File: src/rtl/jtag_vector_player_pkg.sv
// Shared types and constants for the JTAG vector player and its TCK generator.
package jtag_vector_player_pkg;

    typedef enum logic [1:0] {
        ST_IDLE,
        ST_FETCH,
        ST_SHIFT,
        ST_STORE
    } state_e;

    localparam int FETCH_CYCLES  = 2;
    localparam int BITS_PER_BYTE = 4;
    localparam int TMS_BIT       = 0;
    localparam int TDI_BIT       = 1;

    // Each vector byte packs four {tdi, tms} pairs; returns the pair for one lane.
    function automatic logic [1:0] lane_pins(input logic [7:0] vec, input logic [1:0] lane);
        logic [2:0] base;
        base = {lane, 1'b0};
        return {vec[base + 3'(TDI_BIT)], vec[base + 3'(TMS_BIT)]};
    endfunction

endpackage

File: src/rtl/jtag_vector_player_tck_gen.sv
// TCK generator: half-period counter, TCK phase, TDO sample strobe and end-of-cycle flag.
module jtag_tck_gen (
    input  logic        clk,
    input  logic        reset,
    input  logic        en,
    input  logic [31:0] half_w,
    input  logic [31:0] sample_idx,
    output logic        tck,
    output logic        sample,
    output logic        cycle_end
);

    logic [31:0] cnt_q;
    logic        phase_q;
    logic        last_clk;

    assign last_clk = (cnt_q == half_w - 32'd1);

    // Disabling parks TCK low, so FETCH/STORE simply stretch the low phase.
    always_ff @(posedge clk) begin
        if (reset || !en) begin
            cnt_q   <= '0;
            phase_q <= 1'b0;
        end else if (last_clk) begin
            cnt_q   <= '0;
            phase_q <= ~phase_q;
        end else begin
            cnt_q <= cnt_q + 32'd1;
        end
    end

    assign tck       = phase_q;
    assign sample    = en && phase_q && (cnt_q == sample_idx);
    assign cycle_end = en && phase_q && last_clk;

endmodule

File: src/rtl/jtag_vector_player.sv
// Plays TMS/TDI vectors from RAM 1 onto the JTAG pins and captures TDO into RAM 2.
// Optional: define JTAG_PLAYER_TDO_SYNC_EN to add a 2-flop synchronizer on jtag_tdo.
module jtag_vector_player
    import jtag_vector_player_pkg::*;
#(
    parameter int ADDR_W = 12,
    parameter int CNT_W  = 15
) (
    input  logic              clk,
    input  logic              reset,
    input  logic              start,
    input  logic [CNT_W-1:0]  cycle_count,
    input  logic [31:0]       tck_width,
    input  logic [31:0]       tdo_delay,
    output logic              busy,
    output logic              done,
    output logic [ADDR_W-1:0] vector_1_addr,
    input  logic [7:0]        vector_1_rd_data,
    output logic [ADDR_W-1:0] vector_2_addr,
    output logic              vector_2_we,
    output logic [7:0]        vector_2_wr_data,
    output logic              jtag_tck,
    output logic              jtag_tms,
    output logic              jtag_tdi,
    input  logic              jtag_tdo
);

    state_e                   state_q;
    logic [CNT_W-1:0]         rem_q;
    logic [ADDR_W-1:0]        addr_q;
    logic                     fetch_cnt_q;
    logic [1:0]               lane_q;
    logic                     busy_q, done_q, we_q, tms_q, tdi_q;
    logic [7:0]               wr_data_q;
    logic [7:0]               byte_q;
    logic [31:0]              half_w_q, sample_idx_q;
    logic [BITS_PER_BYTE-1:0] tdo_q, tdo_d;
    logic [31:0]              w_start, idx_start;
    logic                     tdo_s, shift_en, sample, cycle_end, last_bit, accept;

`ifdef JTAG_PLAYER_TDO_SYNC_EN
    logic [1:0] tdo_sync_q;
    always_ff @(posedge clk) begin
        tdo_sync_q <= {tdo_sync_q[0], jtag_tdo};
    end
    assign tdo_s = tdo_sync_q[1];
`else
    assign tdo_s = jtag_tdo;
`endif

    assign w_start   = (tck_width == 32'd0) ? 32'd1 : tck_width;
    assign idx_start = (tdo_delay >= w_start) ? (w_start - 32'd1) : tdo_delay;
    assign accept    = (state_q == ST_IDLE) && start && !done_q;
    assign shift_en  = (state_q == ST_SHIFT);
    assign last_bit  = (lane_q == 2'(BITS_PER_BYTE - 1)) || (rem_q == CNT_W'(1));

    jtag_tck_gen u_tck_gen (
        .clk        (clk),
        .reset      (reset),
        .en         (shift_en),
        .half_w     (half_w_q),
        .sample_idx (sample_idx_q),
        .tck        (jtag_tck),
        .sample     (sample),
        .cycle_end  (cycle_end)
    );

    // Merge a same-cycle sample so the final bit reaches the STORE write data.
    always_comb begin
        tdo_d = tdo_q;
        if (sample) tdo_d[lane_q] = tdo_s;
    end

    always_ff @(posedge clk) begin
        if (accept) begin
            half_w_q     <= w_start;
            sample_idx_q <= idx_start;
        end
        if (state_q == ST_FETCH) begin
            tdo_q  <= '0;
            byte_q <= vector_1_rd_data;
        end else if (sample) begin
            tdo_q <= tdo_d;
        end
    end

    always_ff @(posedge clk) begin
        if (reset) begin
            state_q     <= ST_IDLE;
            rem_q       <= '0;
            addr_q      <= '0;
            fetch_cnt_q <= 1'b0;
            lane_q      <= 2'd0;
            busy_q      <= 1'b0;
            done_q      <= 1'b0;
            we_q        <= 1'b0;
            wr_data_q   <= 8'd0;
            tms_q       <= 1'b1;
            tdi_q       <= 1'b0;
        end else begin
            done_q <= 1'b0;
            we_q   <= 1'b0;
            case (state_q)
                ST_IDLE: begin
                    if (accept) begin
                        if (cycle_count == '0) begin
                            done_q <= 1'b1;
                        end else begin
                            state_q     <= ST_FETCH;
                            busy_q      <= 1'b1;
                            rem_q       <= cycle_count;
                            addr_q      <= '0;
                            fetch_cnt_q <= 1'b0;
                        end
                    end
                end
                ST_FETCH: begin
                    if (fetch_cnt_q == 1'(FETCH_CYCLES - 1)) begin
                        fetch_cnt_q      <= 1'b0;
                        lane_q           <= 2'd0;
                        {tdi_q, tms_q}   <= lane_pins(vector_1_rd_data, 2'd0);
                        state_q          <= ST_SHIFT;
                    end else begin
                        fetch_cnt_q <= fetch_cnt_q + 1'b1;
                    end
                end
                ST_SHIFT: begin
                    if (cycle_end) begin
                        rem_q <= rem_q - CNT_W'(1);
                        if (last_bit) begin
                            state_q   <= ST_STORE;
                            we_q      <= 1'b1;
                            wr_data_q <= {{(8 - BITS_PER_BYTE){1'b0}}, tdo_d};
                        end else begin
                            lane_q         <= lane_q + 2'd1;
                            {tdi_q, tms_q} <= lane_pins(byte_q, lane_q + 2'd1);
                        end
                    end
                end
                ST_STORE: begin
                    if (rem_q != '0) begin
                        addr_q  <= addr_q + ADDR_W'(1);
                        state_q <= ST_FETCH;
                    end else begin
                        state_q <= ST_IDLE;
                        busy_q  <= 1'b0;
                        done_q  <= 1'b1;
                    end
                end
                default: state_q <= ST_IDLE;
            endcase
        end
    end

    assign busy             = busy_q;
    assign done             = done_q;
    assign vector_1_addr    = addr_q;
    assign vector_2_addr    = addr_q;
    assign vector_2_we      = we_q;
    assign vector_2_wr_data = wr_data_q;
    assign jtag_tms         = tms_q;
    assign jtag_tdi         = tdi_q;

endmodule

File: config.mk
export PLATFORM = sky130hd
export DESIGN_NAME = jtag_vector_player
export DESIGN_NICKNAME = d
export VERILOG_FILES = /design/src/rtl/jtag_vector_player_pkg.sv /design/src/rtl/jtag_vector_player_tck_gen.sv /design/src/rtl/jtag_vector_player.sv
export SDC_FILE = /design/constraint.sdc
export NUM_CORES = 1
export LEC_CHECK = 0
export ABC_AREA = 1
export CAP_MARGIN = 20
export CORE_MARGIN = 8
export CORE_UTILIZATION = 46
export CTS_CLUSTER_DIAMETER = 80
export CTS_CLUSTER_SIZE = 12
export DETAILED_ROUTE_END_ITERATION = 12
export PLACE_DENSITY = 0.69
export SLEW_MARGIN = 10
export SYNTH_ARGS = -nofsm -noshare
export SYNTH_HDL_FRONTEND = slang
export SYNTH_SLANG_ARGS = --single-unit
export TNS_END_PERCENT = 50
File: constraint.sdc
create_clock -name clk -period 5 [get_ports clk]
set_input_delay 1 -clock clk [delete_from_list [all_inputs] [get_ports clk]]
set_output_delay 1 -clock clk [all_outputs]
set_load 0.005 [all_outputs]
==> results of run 1 <==
==> layout by cell type (no fill, tap or decap), types with 5 or more instances in the layout <==
cell type / synthesis / final
a21oi_1: 53 / 53
a31oi_1: 11 / 11
o21ai_0: 68 / 68
buf_4: 16 / 5
or2_2: 11 / 11
edfxtp_1: 72 / 72
xor2_1: 59 / 59
nand2_1: 343 / 343
clkbuf_16: 0 / 17
nand4_1: 37 / 37
dfxtp_1: 78 / 78
nor2_1: 232 / 231
xnor2_1: 20 / 20
inv_1: 171 / 171
inv_2: 5 / 5
ha_1: 46 / 46
clkinvlp_4: 0 / 7
clkdlybuf4s50_1: 0 / 124
and2_1: 5 / 5
nor3_1: 36 / 36
nor4_1: 17 / 17
nor3b_1: 11 / 11
nor2_2: 8 / 8
nand3_1: 74 / 74
==> through the flow <==
step                util [%]  power (W)  setup WS [ns]  instance area [µm²]
finish                  54.9    0.00456          0.738                12400
global route            54.9    0.00489          0.348                12400
CTS                     54.9    0.00459          0.769                12400
detailed placement      52.5    0.00339          0.306                11900
global placement        52.4    0.00334          0.411                11800
floorplan                  -    0.00293          0.806                10500
==> area by class of cell <==
class	instances	share of cell area, %
Tap cell	285	2.88
Multi-Input combinational cell	1089	46.7
Sequential cell	150	30.0
Timing Repair Buffer	131	10.6
Clock buffer	19	3.49
Clock inverter	13	0.888
Inverter	179	5.42
==> critical path: stages <==
cell,delay [ns]
clkdlybuf4s50_1,0.57
nor2_1,0.09
nand3_1,0.11
nor4_1,0.06
buf_4,0.15
nand4_1,0.09
nand2_1,0.16
inv_2,0.13
ha_1,0.20
nand3_1,0.15
nor2_1,0.23
nand2_1,0.14
nor2_1,0.19
nand3_1,0.18
nor4_2,0.44
nand2_1,0.13
nor2_1,0.16
xor2_1,0.16
o21ai_1,0.08
==> routing by layer <==
metal | track usage (%) | share of wire, % | vias to the layer above
met5 | 0 | 0 | -
met4 | 9.12 | 3.2 | 0
met3 | 3.41 | 6.3 | 49
met2 | 33.0 | 45 | 314
met1 | 26.3 | 46 | 4362
li1 | - | - | 4968
==> cell families (layout without fill, tap and decap cells) <==
group	after synthesis	in the layout	share of synthesized area (%)
adder cells (fa/ha/maj)	46	46	5.47
other	1	4	0.0356
XOR/XNOR	83	83	7.45
AO/OA/AOI/OAI	154	154	8.10
AND/OR/NAND/NOR	798	798	33.4
multiplexers	4	4	0.381
buffers and inverters	251	342	9.78
flip-flops	150	150	35.4
==> final timing paths <==
path	start	endpoint	slack, ns	cells after the start
setup reg to reg	half_w_q[0]	rem_q[6]	1.62	18
setup / recovery	tck_width[24]	sample_idx_q[28]	0.74	19
hold reg to reg	busy	busy	0.48	2
hold / removal	busy	busy	0.48	2
==> sequential cells by signal, indices dropped and copies added (netlist names) <==
register          count
half_w_q             32
sample_idx_q         32
u_tck_gen.cnt_q      32
rem_q                15
vector_1_addr        12
byte_q                8
tdo_q                 4
vector_2_wr_data      4
lane_q                2
state_q               2
busy                  1
done                  1
fetch_cnt_q           1
jtag_tdi              1
jtag_tms              1
u_tck_gen.tck         1
vector_2_we           1
==> power by group through the flow <==
stage / registers [W] / clock network [W] / logic (W)
2_1_floorplan: 0.00168 / 0 / 0.00125
3_3_place_gp: 0.00172 / 0 / 0.00163
3_5_place_dp: 0.00172 / 0 / 0.00167
4_1_cts: 0.00170 / 0.00122 / 0.00168
5_1_grt: 0.00172 / 0.00127 / 0.00190
6_report: 0.00170 / 0.00119 / 0.00167
==> summary.md, run 1 <==
| Metric | Value |
|---|---|
| Worst Clk Skew | `~0.012 ns` |
| All-Layer GR Usage | `about a fifth` |
| Required time of the worst setup path | `roughly 5.2 ns` |
| Crit Path Max Fanout | `6` |
| Relative slew slack | `a little over two fifths` |
| Lkg Pwr | `between 5 and 6 nW` |
| Post-route DRC | `0` |
| Die area | `~0.028 mm²` |
| CTS tree | `built` |
| Clock root cell | `clkbuf_16` |
| Clk pwr share | `a little over a quarter` |
| Largest net degree at the start of global routing | `between 60 and 70` |
| Syn Inst Count | `1487` |
| #FFs+latches synth | `150` |
| CTS Hold Bufs | `0` |
| PD cells | `roughly 370 mW/mm²` |
| Cell taking the most area after synthesis | `edfxtp_1` |
| Post-synth cell types | `56` |
| Status | `complete, no violations` |
| Core area | `0.0226 mm²` |
| Power share of the sequential group | `37.2%` |
| Synthesized cell area | `~0.011 mm²` |
| Antenna Nets Post-Route | `0` |
| Synth-to-Final Area Change | `17.8%` |
| Drt initial violations | `approximately 740` |
| Tcrit/Tclk final | `between 80% and 90%` |
| Multi-input logic area | `between 0.005 and 0.006 mm²` |
| DIE HEIGHT | `between 150 and 200 µm` |
| GRT Residual Overflow | `0` |
| RePlAce Congestion | `between 0.9 and 1` |
| Number of max-cap violations | `0` |
| DP HPWL | `23300 µm` |
| Fin cells | `1866` |
| Synth warn | `0` |
| Top cells by count, synth | `nand2_1 (343), nor2_1 (232), inv_1 (171)` |
| Worst vdd ir | `0.000260 V` |
| Ant diodes | `0` |
| Clock sinks | `150` |
| Yosys top cell area share | `a little over 20%` |
| Most frequent cell after synthesis | `nand2_1` |
| Clock Latency Late Sink | `between 0.4 and 0.5 ns` |
| Synth top area cells | `edfxtp_1 (21%), dfxtp_1 (15%), nand2_1 (12%)` |
| Post-synth ARST share | `0%` |
| F_max | `roughly 230 MHz` |
| # nets final | `approximately 1700` |
| Final Hold Violating Endpoints | `0` |
| Pins Over Slew Limit | `0` |
| Crit end category | `register` |
| Post-synth EDFFs | `72` |
| TNS Setup | `0 ns` |
| Initial Util | `46.6%` |
| Vias in the first global route | `9432` |
| Cts bufs inserted | `17` |
| Setup CP Type | `primary input to register` |
| CTS H-tree lvls | `4` |
| RSZ-0062 raised after global routing | `false` |
| Pint | `0.00281 W` |
| Ports | `about 130` |
| Register area | `between 0.003 and 0.004 mm²` |
| Crit path arrival time | `4.44 ns` |
| WHS | `0.475 ns` |
| Post-CTS Setup Inserts | `0` |
| Fin crit period | `~4.3 ns` |
| Row cnt | `55` |
| Die W | `between 150 and 200 µm` |
| Top FF cell, synth | `dfxtp_1` |
| Sequential area share after synthesis | `35.4%` |
| CTS max path bufs | `2` |
| Routed wire length | `approximately 29000 µm` |
| Via count | `9693` |
| Drt via density | `5.19` |
| Clock transition at the registers of the reported paths | `0.06 ns` |
| # fillers | `around 2200` |
| Worst-margin pin slew | `between 0.8 and 0.9 ns` |
| Worst Setup Start Kind | `primary input` |
| Sw Ratio | `a little under two fifths` |
| First-pass GRT wire length | `between 40000 and 50000 µm` |
| IO buf count | `124` |
| DR WL/cell | `~15 µm` |
| Antenna violations before repair | `0` |
| Number of gates resized after cts | `0` |
| Ratio of cells with drive above 1 in the final layout | `under 10%` |
| Sw power | `between 0.0015 and 0.002 W` |
| Placed insts | `roughly 1800` |
| Syn avg cell area | `about 7 µm²` |
| Final setup viols | `0` |
| Combinational share of power | `between 30% and 40%` |
| Hold Crit Class | `register to register` |
| Pre-antenna DRT Iters | `6` |
Power figures use the tool's default switching activity.
==> inputs of run 2 (changes only) <==
- CORE_MARGIN: 8 -> 3
==> summary.md, run 2 (synthesis gave the netlist of run 1 again) <==
| Metric | Value |
|---|---|
| Hold Crit Class | `register to register` |
| Clock root cell | `clkbuf_16` |
| Tcrit/Tclk final | `84.4%` |
| Register area | `between 0.003 and 0.004 mm²` |
| Ratio of cells with drive above 1 in the final layout | `about 5.1%` |
| Status | `complete, no violations` |
| Crit path arrival time | `around 4.4 ns` |
| Die W | `~160 µm` |
| Row cnt | `54` |
| Drt initial violations | `about 520` |
| Worst Clk Skew | `0.0120 ns` |
| Antenna Nets Post-Route | `0` |
| Setup ws final | `0.780 ns` |
| Relative slew slack | `about 43%` |
| Combinational share of power | `between 30% and 40%` |
| Fin crit period | `~4.2 ns` |
| Crit end category | `register` |
| Worst vdd ir | `0.000244 V` |
| Ports | `~130` |
| Clk pwr share | `27.1%` |
| Required time of the worst setup path | `5.18 ns` |
| Power share of the sequential group | `a little under two fifths` |
| Lkg Pwr | `approximately 5.2 nW` |
| DP HPWL | `22300 µm` |
| Post-CTS Setup Inserts | `0` |
| DR WL/cell | `between 10 and 15 µm` |
| Final setup viols | `0` |
| Synth-to-Final Area Change | `17.9%` |
| Ant diodes | `0` |
| Drt via density | `a little over 5` |
| CTS tree | `built` |
| Slowest CP cell | `clkdlybuf4s50_1` |
| Crit Path Max Fanout | `6` |
| Die area | `approximately 0.025 mm²` |
| DIE HEIGHT | `between 150 and 200 µm` |
| Number of max-cap violations | `0` |
| Number of gates resized after cts | `0` |
| Most common cell after layout, fill and taps aside | `nand2_1` |
| Setup CP Type | `primary input to register` |
| Vias in the first global route | `9154` |
| Sw Ratio | `approximately 38%` |
| GRT Residual Overflow | `0` |
| Worst Setup Start Kind | `primary input` |
| RSZ-0062 raised after global routing | `false` |
| RR Startpoint | `half_w_q[0]` |
| # fillers | `2126` |
| Antenna violations before repair | `0` |
| CP delay by family, top | `simple AND/OR/NAND/NOR gates` |
| CTS Hold Bufs | `0` |
| Initial Util | `between 40% and 50%` |
| RePlAce Congestion | `0.950` |
| Sw power | `about 0.0017 W` |
| Top flop regs | `half_w_q x32, sample_idx_q x32, u_tck_gen.cnt_q x32` |
| Clock sinks | `150` |
| Pins Over Slew Limit | `0` |
| Routed wire length | `27600 µm` |
| Critical-path cell list | `clkdlybuf4s50_1 -> inv_1 -> nand3_1 -> nor4_1 -> nand4_1 -> nand2_1 -> inv_2 -> ha_1 -> nand3_1 -> nor2_1 -> nand2_1 -> nor2_1 -> nand3_1 -> nor4_2 -> nand2_1 -> nor2_1 -> xor2_1 -> o21ai_1` |
| # nets final | `roughly 1700` |
| Clock transition at the registers of the reported paths | `~0.06 ns` |
| IO buf count | `around 120` |
| All-Layer GR Usage | `between 20% and 30%` |
| TNS Setup | `0 ns` |
| Most frequent cells in the layout | `nand2_1 (343), nor2_1 (231), inv_1 (171)` |
| PD cells | `~370 mW/mm²` |
| F_max | `roughly 240 MHz` |
| Pint | `between 0.002 and 0.003 W` |
| First-pass GRT wire length | `between 40000 and 50000 µm` |
| CTS max path bufs | `2` |
| Cts bufs inserted | `17` |
| Core area | `0.0222 mm²` |
| Worst-margin pin slew | `about 0.85 ns` |
| Clock Latency Late Sink | `between 0.4 and 0.5 ns` |
| CTS H-tree lvls | `4` |
| CP max stage delay | `approximately 0.55 ns` |
| CP Launch Point | `tck_width[27]` |
| Pre-antenna DRT Iters | `5` |
| Multi-input logic area | `0.00579 mm²` |
| Worst slack, placed | `approximately 0.40 ns` |
| Hold_sp | `busy` |
| Post-route DRC | `0` |
| CP Buf/Inv Count | `3` |
| Final Hold Violating Endpoints | `0` |
| Largest net degree at the start of global routing | `66` |
| Via count | `9670` |
-- run 2: changes by cell type in the layout (fill, tap and decap cells not counted), sizes merged --
| cell | before | now |
|---|---|---|
| clkinv | 7 | 8 |
| clkbuf | 19 | 21 |
| buf | 7 | 6 |
| clkinvlp | 7 | 2 |
| inv | 177 | 179 |
-- run 2: tightest hold or removal path, stage by stage, from the launching register on --
cell	delay, ns
dfxtp_1	0.31
nand2_1	0.06
a21oi_1	0.05
-- run 2: worst paths after layout --
| check | cells past startpoint | end | slack, ns |
|---|---|---|---|
| worst max register to register | 17 | rem_q[8] | 1.58 |
| worst min-delay path | 2 | busy | 0.47 |
| worst min register to register | 2 | busy | 0.47 |
| worst max-delay path | 18 | sample_idx_q[28] | 0.78 |
-- run 2: routing by layer --
metal	track usage, %	wire (µm)	up-vias
li1	-	-	4971
met1	31.8	12800	4335
met2	36.5	12300	316
met3	2.94	1650	48
met4	8.84	763	0
met5	0	0	-
-- run 2: stage by stage --
| step | total power (W) | utilization (%) | instance area [µm²] | instances | hold slack (ns) |
|---|---|---|---|---|---|
| finish | 0.00458 | 56.0 | 12400 | 1860 | 0.467 |
| global route | 0.00493 | 56.0 | 12400 | 1860 | 0.504 |
| CTS | 0.00461 | 56.0 | 12400 | 1860 | 0.471 |
| detailed placement | 0.00336 | 53.4 | 11800 | 1828 | 0.461 |
| global placement | 0.00333 | 53.4 | 11800 | 1828 | 0.452 |
| floorplan | 0.00293 | - | 10500 | 1490 | 0.440 |
-- run 2: power by group through the flow --
stage	registers, W	clock network, W	logic [W]
after floorplan	0.00168	0	0.00125
after global placement	0.00172	0	0.00161
after detailed placement	0.00172	0	0.00164
after CTS	0.00170	0.00127	0.00165
after global routing	0.00172	0.00132	0.00189
final	0.00170	0.00124	0.00165
-- run 2: cell type report --
| cell class | instances | share of cell area, % |
|---|---|---|
| Sequential cell | 150 | 30.0 |
| Clock inverter | 11 | 0.777 |
| Clock buffer | 21 | 3.80 |
| Tap cell | 280 | 2.83 |
| Timing Repair Buffer | 130 | 10.5 |
| Multi-Input combinational cell | 1089 | 46.7 |
| Inverter | 179 | 5.42 |
